## config.mk

```make
export PLATFORM = sky130hd
export DESIGN_NAME = fp_mul_pipe
export DESIGN_NICKNAME = d
export VERILOG_FILES = /design/src/rtl/fp_mul_pipe.sv
export SDC_FILE = /design/constraint.sdc
export NUM_CORES = 2
export LEC_CHECK = 0
export ABC_AREA = 1
export BUFFER_PORTS_ARGS = -buffer_cell sky130_fd_sc_hd__buf_2
export CAP_MARGIN = 20
export CORE_MARGIN = 1
export CORE_UTILIZATION = 58
export DETAILED_ROUTE_END_ITERATION = 6
export GPL_ROUTABILITY_DRIVEN = 0
export PLACE_DENSITY = 0.85
export SKIP_CTS_REPAIR_TIMING = 1
export SLEW_MARGIN = 20
export SYNTH_ARGS = -nofsm -noshare
export SYNTH_HDL_FRONTEND = slang
export SYNTH_SLANG_ARGS = --single-unit
```

## constraint.sdc

```tcl
create_clock -name clk -period 18.1 [get_ports clk]
set_clock_uncertainty 0.1 [all_clocks]
set_input_delay 3.62 -clock clk [delete_from_list [all_inputs] [get_ports clk]]
set_output_delay 3.62 -clock clk [all_outputs]
set_load 0.01 [all_outputs]
```

## src/rtl/fp_mul_pipe.sv

```systemverilog
// Pipelined floating-point multiplier with configurable exponent/fraction widths.
// Three register stages (unpack/classify, multiply, normalise/round/pack) under
// one global stall: every stage advances together whenever the output register
// is empty or being drained. Truncate or round-to-nearest-even is chosen per
// operand pair and travels down the pipe with it. Results never include
// denormals: tiny results flush to signed zero, huge ones saturate to infinity.
module fp_mul_pipe #(
  parameter int EXP_W = 8,
  parameter int FRAC_W = 23,
  localparam int W = 1 + EXP_W + FRAC_W
) (
  input  logic         clk,
  input  logic         rst_n,
  input  logic         in_valid,
  output logic         in_ready,
  input  logic [W-1:0] in_a,
  input  logic [W-1:0] in_b,
  input  logic         rnd_mode,
  output logic         out_valid,
  input  logic         out_ready,
  output logic [W-1:0] out_y,
  output logic         out_overflow,
  output logic         out_underflow,
  output logic         out_invalid
);

  localparam int MW  = FRAC_W + 1;          // mantissa incl. hidden bit
  localparam int PW  = 2 * MW;              // full product width
  localparam int EW2 = EXP_W + 2;           // signed working exponent width
  localparam int LZW = $clog2(PW) + 1;

  localparam logic signed [EW2-1:0] BIAS    = EW2'((2 ** (EXP_W - 1)) - 1);
  localparam logic signed [EW2-1:0] EXP_MAX = EW2'((2 ** EXP_W) - 1);
  localparam logic signed [EW2-1:0] EXP_ONE = EW2'(1);
  localparam logic [W-1:0] QNAN = {1'b0, {EXP_W{1'b1}}, 1'b1, {(FRAC_W - 1){1'b0}}};

  // Special-case outcome decided once in stage 1, in priority order.
  typedef enum logic [1:0] {EXC_NONE, EXC_NAN, EXC_INF, EXC_ZERO} exc_t;

  logic adv;
  logic out_valid_reg;

  assign adv      = !out_valid_reg || out_ready;
  assign in_ready = adv;

  // ---------------------------------------------------------------- unpack
  logic [W-1:0]     op_word [2];
  logic [1:0]       op_sign, op_zero, op_inf, op_nan;
  logic [EXP_W-1:0] op_exp [2];
  logic [MW-1:0]    op_man [2];

  assign op_word[0] = in_a;
  assign op_word[1] = in_b;

  genvar gi;
  generate
    for (gi = 0; gi < 2; gi++) begin : g_unpack
      logic [EXP_W-1:0]  exp_field;
      logic [FRAC_W-1:0] frac_field;
      assign exp_field   = op_word[gi][W-2 -: EXP_W];
      assign frac_field  = op_word[gi][FRAC_W-1:0];
      assign op_sign[gi] = op_word[gi][W-1];
      assign op_zero[gi] = (exp_field == '0) && (frac_field == '0);
      assign op_inf[gi]  = (exp_field == '1) && (frac_field == '0);
      assign op_nan[gi]  = (exp_field == '1) && (frac_field != '0);
      // Denormals behave as exponent 1 with a clear hidden bit.
      assign op_exp[gi]  = (exp_field == '0) ? EXP_W'(1) : exp_field;
      assign op_man[gi]  = {exp_field != '0, frac_field};
    end
  endgenerate

  exc_t exc_next;

  // Classify the operand pair into the highest-priority special case.
  always_comb begin
    exc_next = EXC_NONE;
    if ((|op_nan) || (op_inf[0] && op_zero[1]) || (op_inf[1] && op_zero[0]))
      exc_next = EXC_NAN;
    else if (|op_inf)
      exc_next = EXC_INF;
    else if (|op_zero)
      exc_next = EXC_ZERO;
  end

  logic             s1_valid_reg, s1_sign_reg, s1_rnd_reg;
  exc_t             s1_exc_reg;
  logic [EXP_W-1:0] s1_exp_a_reg, s1_exp_b_reg;
  logic [MW-1:0]    s1_man_a_reg, s1_man_b_reg;

  // Stage 1 register: classified operands.
  always_ff @(posedge clk or negedge rst_n) begin
    if (!rst_n) begin
      s1_valid_reg <= 1'b0;
      s1_sign_reg  <= 1'b0;
      s1_rnd_reg   <= 1'b0;
      s1_exc_reg   <= EXC_NONE;
      s1_exp_a_reg <= '0;
      s1_exp_b_reg <= '0;
      s1_man_a_reg <= '0;
      s1_man_b_reg <= '0;
    end else if (adv) begin
      s1_valid_reg <= in_valid;
      if (in_valid) begin
        s1_sign_reg  <= op_sign[0] ^ op_sign[1];
        s1_rnd_reg   <= rnd_mode;
        s1_exc_reg   <= exc_next;
        s1_exp_a_reg <= op_exp[0];
        s1_exp_b_reg <= op_exp[1];
        s1_man_a_reg <= op_man[0];
        s1_man_b_reg <= op_man[1];
      end
    end
  end

  // -------------------------------------------------------------- multiply
  logic [PW-1:0]           prod_next;
  logic signed [EW2-1:0]   exp_sum_next;

  assign prod_next    = PW'(s1_man_a_reg) * PW'(s1_man_b_reg);
  assign exp_sum_next = $signed(EW2'(s1_exp_a_reg)) + $signed(EW2'(s1_exp_b_reg)) - BIAS;

  logic                  s2_valid_reg, s2_sign_reg, s2_rnd_reg;
  exc_t                  s2_exc_reg;
  logic signed [EW2-1:0] s2_exp_reg;
  logic [PW-1:0]         s2_prod_reg;

  // Stage 2 register: raw product and biased exponent sum.
  always_ff @(posedge clk or negedge rst_n) begin
    if (!rst_n) begin
      s2_valid_reg <= 1'b0;
      s2_sign_reg  <= 1'b0;
      s2_rnd_reg   <= 1'b0;
      s2_exc_reg   <= EXC_NONE;
      s2_exp_reg   <= '0;
      s2_prod_reg  <= '0;
    end else if (adv) begin
      s2_valid_reg <= s1_valid_reg;
      if (s1_valid_reg) begin
        s2_sign_reg <= s1_sign_reg;
        s2_rnd_reg  <= s1_rnd_reg;
        s2_exc_reg  <= s1_exc_reg;
        s2_exp_reg  <= exp_sum_next;
        s2_prod_reg <= prod_next;
      end
    end
  end

  // ------------------------------------------------- normalise/round/pack
  logic [LZW-1:0] lzc;

  // Leading-zero count of the product; the highest set bit wins.
  always_comb begin
    lzc = '0;
    for (int i = 0; i < PW; i++)
      if (s2_prod_reg[i]) lzc = LZW'(PW - 1 - i);
  end

  logic [PW-1:0]         norm_prod;
  logic signed [EW2-1:0] exp_norm, exp_round;
  logic [FRAC_W-1:0]     frac_trunc;
  logic [FRAC_W:0]       frac_sum;
  logic                  guard_bit, sticky_bit, round_inc;
  logic [W-1:0]          y_next;
  logic                  ovf_next, unf_next, inv_next;

  // Normalise, round, then resolve exceptions into the packed result.
  always_comb begin
    // The product has two integer bits, so an MSB hit means exponent+1 and
    // each further leading zero costs one more.
    norm_prod  = s2_prod_reg << lzc;
    exp_norm   = s2_exp_reg + EXP_ONE - $signed(EW2'(lzc));
    frac_trunc = norm_prod[PW-2 -: FRAC_W];
    guard_bit  = norm_prod[PW-MW-1];
    sticky_bit = |norm_prod[PW-MW-2:0];
    round_inc  = s2_rnd_reg && guard_bit && (sticky_bit || frac_trunc[0]);
    frac_sum   = {1'b0, frac_trunc} + (FRAC_W + 1)'(round_inc);
    // A carry out leaves the fraction bits at zero and bumps the exponent.
    exp_round  = frac_sum[FRAC_W] ? (exp_norm + EXP_ONE) : exp_norm;

    y_next   = '0;
    ovf_next = 1'b0;
    unf_next = 1'b0;
    inv_next = 1'b0;
    case (s2_exc_reg)
      EXC_NAN: begin
        y_next   = QNAN;
        inv_next = 1'b1;
      end
      EXC_INF:  y_next = {s2_sign_reg, {EXP_W{1'b1}}, {FRAC_W{1'b0}}};
      EXC_ZERO: y_next = {s2_sign_reg, {(W - 1){1'b0}}};
      default: begin
        if (exp_round >= EXP_MAX) begin
          y_next   = {s2_sign_reg, {EXP_W{1'b1}}, {FRAC_W{1'b0}}};
          ovf_next = 1'b1;
        end else if ((exp_round < EXP_ONE) || !norm_prod[PW-1]) begin
          // A clear hidden bit cannot occur for nonzero operands; flush anyway.
          y_next   = {s2_sign_reg, {(W - 1){1'b0}}};
          unf_next = 1'b1;
        end else begin
          y_next = {s2_sign_reg, exp_round[EXP_W-1:0], frac_sum[FRAC_W-1:0]};
        end
      end
    endcase
  end

  logic [W-1:0] out_y_reg;
  logic         out_overflow_reg, out_underflow_reg, out_invalid_reg;

  // Output register: loads on advance, holds while the consumer stalls.
  always_ff @(posedge clk or negedge rst_n) begin
    if (!rst_n) begin
      out_valid_reg     <= 1'b0;
      out_y_reg         <= '0;
      out_overflow_reg  <= 1'b0;
      out_underflow_reg <= 1'b0;
      out_invalid_reg   <= 1'b0;
    end else if (adv) begin
      out_valid_reg <= s2_valid_reg;
      if (s2_valid_reg) begin
        out_y_reg         <= y_next;
        out_overflow_reg  <= ovf_next;
        out_underflow_reg <= unf_next;
        out_invalid_reg   <= inv_next;
      end
    end
  end

  assign out_valid     = out_valid_reg;
  assign out_y         = out_y_reg;
  assign out_overflow  = out_overflow_reg;
  assign out_underflow = out_underflow_reg;
  assign out_invalid   = out_invalid_reg;

endmodule

```

* Word-level counts from Yosys, hierarchy flattened
Cells that the tools add are included.
W data, S select, Z words.
** Storage, ports and cells
- Register bits :: 168
- Input bits :: 69
- Logic and storage cells :: 131
- Output and inout bits :: 37
** Operators by class
- Equal/unequal tests :: 5
- Add/sub/neg operators :: 6
- Muxes and demuxes :: 63
- $lt $le $gt $ge :: 2
- Shift-type cells :: 1
- Reductions and logical operators :: 33
- Bitwise gates (word level) :: 1
- Multipliers :: 1
** Operators by type and width (number)
- $mux W7 :: 47
- $pmux W32 S3 :: 1
- $mux W31 :: 2
- $mul A24 B24 Y48 :: 1
- $shl A48 B7 Y48 :: 1
- $logic_not A23 Y1 :: 2
- $reduce_bool A23 Y1 :: 2
- $add A23 B1 Y24 :: 1
- $reduce_or A23 Y1 :: 1
- $add A10 B2 Y10 const B :: 2
- $eq A8 B8 Y1 const B :: 2
- $logic_not A8 Y1 :: 2
- $mux W8 :: 2
- $reduce_bool A8 Y1 :: 2
- $ge A10 B9 Y1 const B :: 1
- $logic_and A1 B1 Y1 :: 10
- $lt A10 B2 Y1 const B :: 1
- $mux W10 :: 1
- $sub A10 B8 Y10 :: 1
- $sub A9 B7 Y10 const B :: 1
- $add A8 B8 Y9 :: 1
- $mux W1 :: 6
- $mux W2 :: 3
- $mux W6 :: 1
- other kinds (8) :: 18

* Logic depth before layout (Yosys ltp)
- Word-level depth :: 59
- Depth in mapped cells :: 75
- Depth with buffers taken out :: 73

* Worst setup path after synthesis
Ideal clock, no wire load.
- Path type :: reg2reg
- Start :: register s1_man_b_reg[0]
- End :: register s2_prod_reg[47]
- Arrival time :: 8.120 ns
- Buffers on the path :: 2
- Stages on the path, launching flop included :: 50
- Period minus slack after synthesis :: 8.354 ns
- Library setup time :: 0.134 ns
- Required time :: 17.866 ns
- Path slack :: 9.746 ns
- Cells stage by stage :: dfrtp_1 -> clkbuf_1 -> clkbuf_1 -> nand2_1 -> inv_1 -> fa_1 -> inv_1 -> fa_1 -> inv_1 -> fa_1 -> ha_1 -> fa_1 -> inv_1 -> fa_1 -> fa_1 -> inv_1 -> ha_1 -> nand3_1 -> (+14 left out) -> o21ai_0 -> a21o_1 -> a21oi_1 -> o21ai_0 -> nand3_1 -> nand2_1 -> nand2_1 -> nor2_1 -> nor2_1 -> o21ai_0 -> nand2_1 -> nor3_1 -> nor2_1 -> o21ai_0 -> nand4_1 -> nand2_1 -> xor2_1 -> o21ai_0
** On the way
- Longest elaborated chain between the ends :: 1
** RTL lines
- from (decl) :: RTL line 88 : logic [MW-1:0] s1_man_a_reg, s1_man_b_reg;
- from (signal assigned) :: RTL line 110 : s1_man_b_reg <= op_man[1];
- $mul A24 B24 Y48 :: RTL line 119 : assign prod_next = PW'(s1_man_a_reg) * PW'(s1_man_b_reg);
- to (signal assigned) :: RTL line 143 : s2_prod_reg <= prod_next;
- to (decl) :: RTL line 125 : logic [PW-1:0] s2_prod_reg;
Every way passes these cells.
A chain may end at the register's enable or synchronous reset.

* Worst setup path in the final report
- Start :: register s1_man_b_reg[6]
- End :: register s2_prod_reg[44]
Same word-level chain as after synthesis.

==> qor.yml <==
placement:
  place_hpwl_mm: 62.1
  placed_cells: 4649
  portBuffers: 105
worst_setup_path:
  startpoint_type: "register"
  cpPeakStageDelay_ps: 1120
  crit_arrival_ps: 9890
  slowest_stage: "dfrtp_1"
  cp.required_ps: 18340
  path_delay_family: "adder cells"
  cp-end-kind: "register"
  worstPathMaxFanout: 25
  critical_path_buf_inv_count: 6
  crit_type: "reg2reg"
timing:
  max_slew_margin: 0.219
  fmax_mhz: 104
  min_period_ps: 9650
  post-route-period-util: 0.533
  hold_viol: 0
  final-setup-viol-count: 0
  grt_setup_unrepaired: "no"
  worst_pin_slew_ps: 1170
  timing.hold.ws_ps: 370
  timing.final.max_slew_violations: 0
  tns_ps: 0
floorplan:
  start_util: 0.587
  die_h_um: 230
  fp.dieW_um: 230
  io_pins: 106
  num_rows: 83
  core-area_mm2: 0.0513
  dieArea_mm2: 0.0528
cts:
  clk_latency_ps: 490
  cts_tree: "done"
  cts_buffer_depth: 2
  clk_pin_slew_worst_paths_ps: 80
  h-tree-depth: 4
  numCtsBuffers: 17
  clock-sinks: 168
  clockRootBuffer: "clkbuf_16"
yosys:
  synth-seq-cells: 168
  synthCells: 4042
  syn_avg_cell_area_um2: 7.45
  syn_nets: 4805
  syn_area_mm2: 0.0301
  yosysSeqAreaShare: 0.140
  ys.flop_type: "dfrtp_1"
  async_flop_share: 1.00
  yosysWarnings: 0
  synth-edff-count: 0
  ys_types: 52
route:
  vias: 26400
  drc_errors: 1
  route.met3.wl_mm: 8.62
  wl_per_cell_um: 17.4
  highest_layer: "met4"
  m1WireLength_mm: 29.9
  first_iter_violations: 2975
  met2_length_mm: 37.9
  drt_wl_total_mm: 81.2
  drtPass1Iterations: 7
  vias_per_cell: 5.63
  drtAntennaViolNets: 0
final_layout:
  fillCellCount: 4346
  instances_no_fill: 4681
  largest_reg_flops: 48
  syn_to_final_growth_pct: 4.87
  drive_above_1_share: 0.0590
  final_nets: 4751
  insertedDiodeCount: 0
  multiInputGateArea_mm2: 0.0215
  mostFrequentLayoutCells: "1132 x nand2_1, 909 x inv_1, 484 x fa_1"
  seq_area_mm2: 0.00420
  final_common_cell: "nand2_1"
  post-route-util: 0.616
grt:
  grt_pass1_wl_mm: 135
  grt_usage: 0.323
  grt_max_degree: 99
  grt_pass1_vias: 27000
  grt.overflow.total: 0
  antenna_found_initial: 0
min_path:
  hp-class: "reg2reg"
outcome:
  status: "finished with violations"
  violations: "DRC"
flow_run:
  maxCapViolCount: 0
cells by family (layout without fill, tap and decap cells):
group,after synthesis,in the layout,synth area share
AOI/OAI and AO/OA,299,299,0.0553
xor gates and xnor gates,69,69,0.0201
adders and majority gates,694,694,0.409
buffers and inverters,1150,1109,0.146
DFF,168,168,0.140
muxes,1,1,0.000332
and+or+nand+nor,1661,1661,0.229
layer usage:
metal / up-vias / global-route usage
met3: 348 / 0.0709
li1: 11900 / -
met2: 1504 / 0.526
met5: - / 0
met1: 12600 / 0.402
met4: 0 / 0.169
tightest hold or removal path, cell delays in order, from the launching register on:
cell     delay, ps
dfrtp_1        330
inv_1           60
nand2_1         60
final timing paths:
check / start / to / slack [ps] / depth (start not counted)
min reg2reg: s2_valid_reg / out_valid / 370 / 2
min in group asynchronous: rst_n / out_y[16] / 3100 / 1
max in group asynchronous: rst_n / s2_prod_reg[17] / 13200 / 2
max: s1_man_b_reg[6] / s2_prod_reg[44] / 8450 / 40
min: s2_valid_reg / out_valid / 370 / 2
max reg2reg: s1_man_b_reg[6] / s2_prod_reg[44] / 8450 / 40
stage by stage:
| step | setup slack, ps | instance area, um2 |
|---|---|---|
| 2_1_floorplan | 9750 | 30100 |
| 3_3_place_gp | 8920 | 31000 |
| 3_5_place_dp | 8530 | 31000 |
| 4_1_cts | 8520 | 31600 |
| 5_1_grt | 7680 | 31600 |
| 6_report | 8450 | 31600 |
layout make-up:
type                    count  area share
repair buffers            156      0.0290
multi-input cells        2724       0.682
well taps                 680      0.0269
inverters                 921       0.109
clock buffers              17      0.0135
clock inverters            15     0.00582
flip-flops and latches    168       0.133
Yosys cell counts (42+ instances only):
library cell | instances | area, um2
o21ai_0 | 141 | 706
nand3_1 | 326 | 1630
fa_1 | 484 | 9690
clkbuf_1 | 200 | 751
dfrtp_1 | 168 | 4200
nand2_1 | 1133 | 4250
xor2_1 | 46 | 403
nor2_1 | 110 | 413
inv_1 | 909 | 3410
ha_1 | 210 | 2630
nand4_1 | 42 | 263
a21oi_1 | 66 | 330
Power is not shown: default switching activity piles up to over one toggle a cycle in this logic, so the estimate is an artifact.
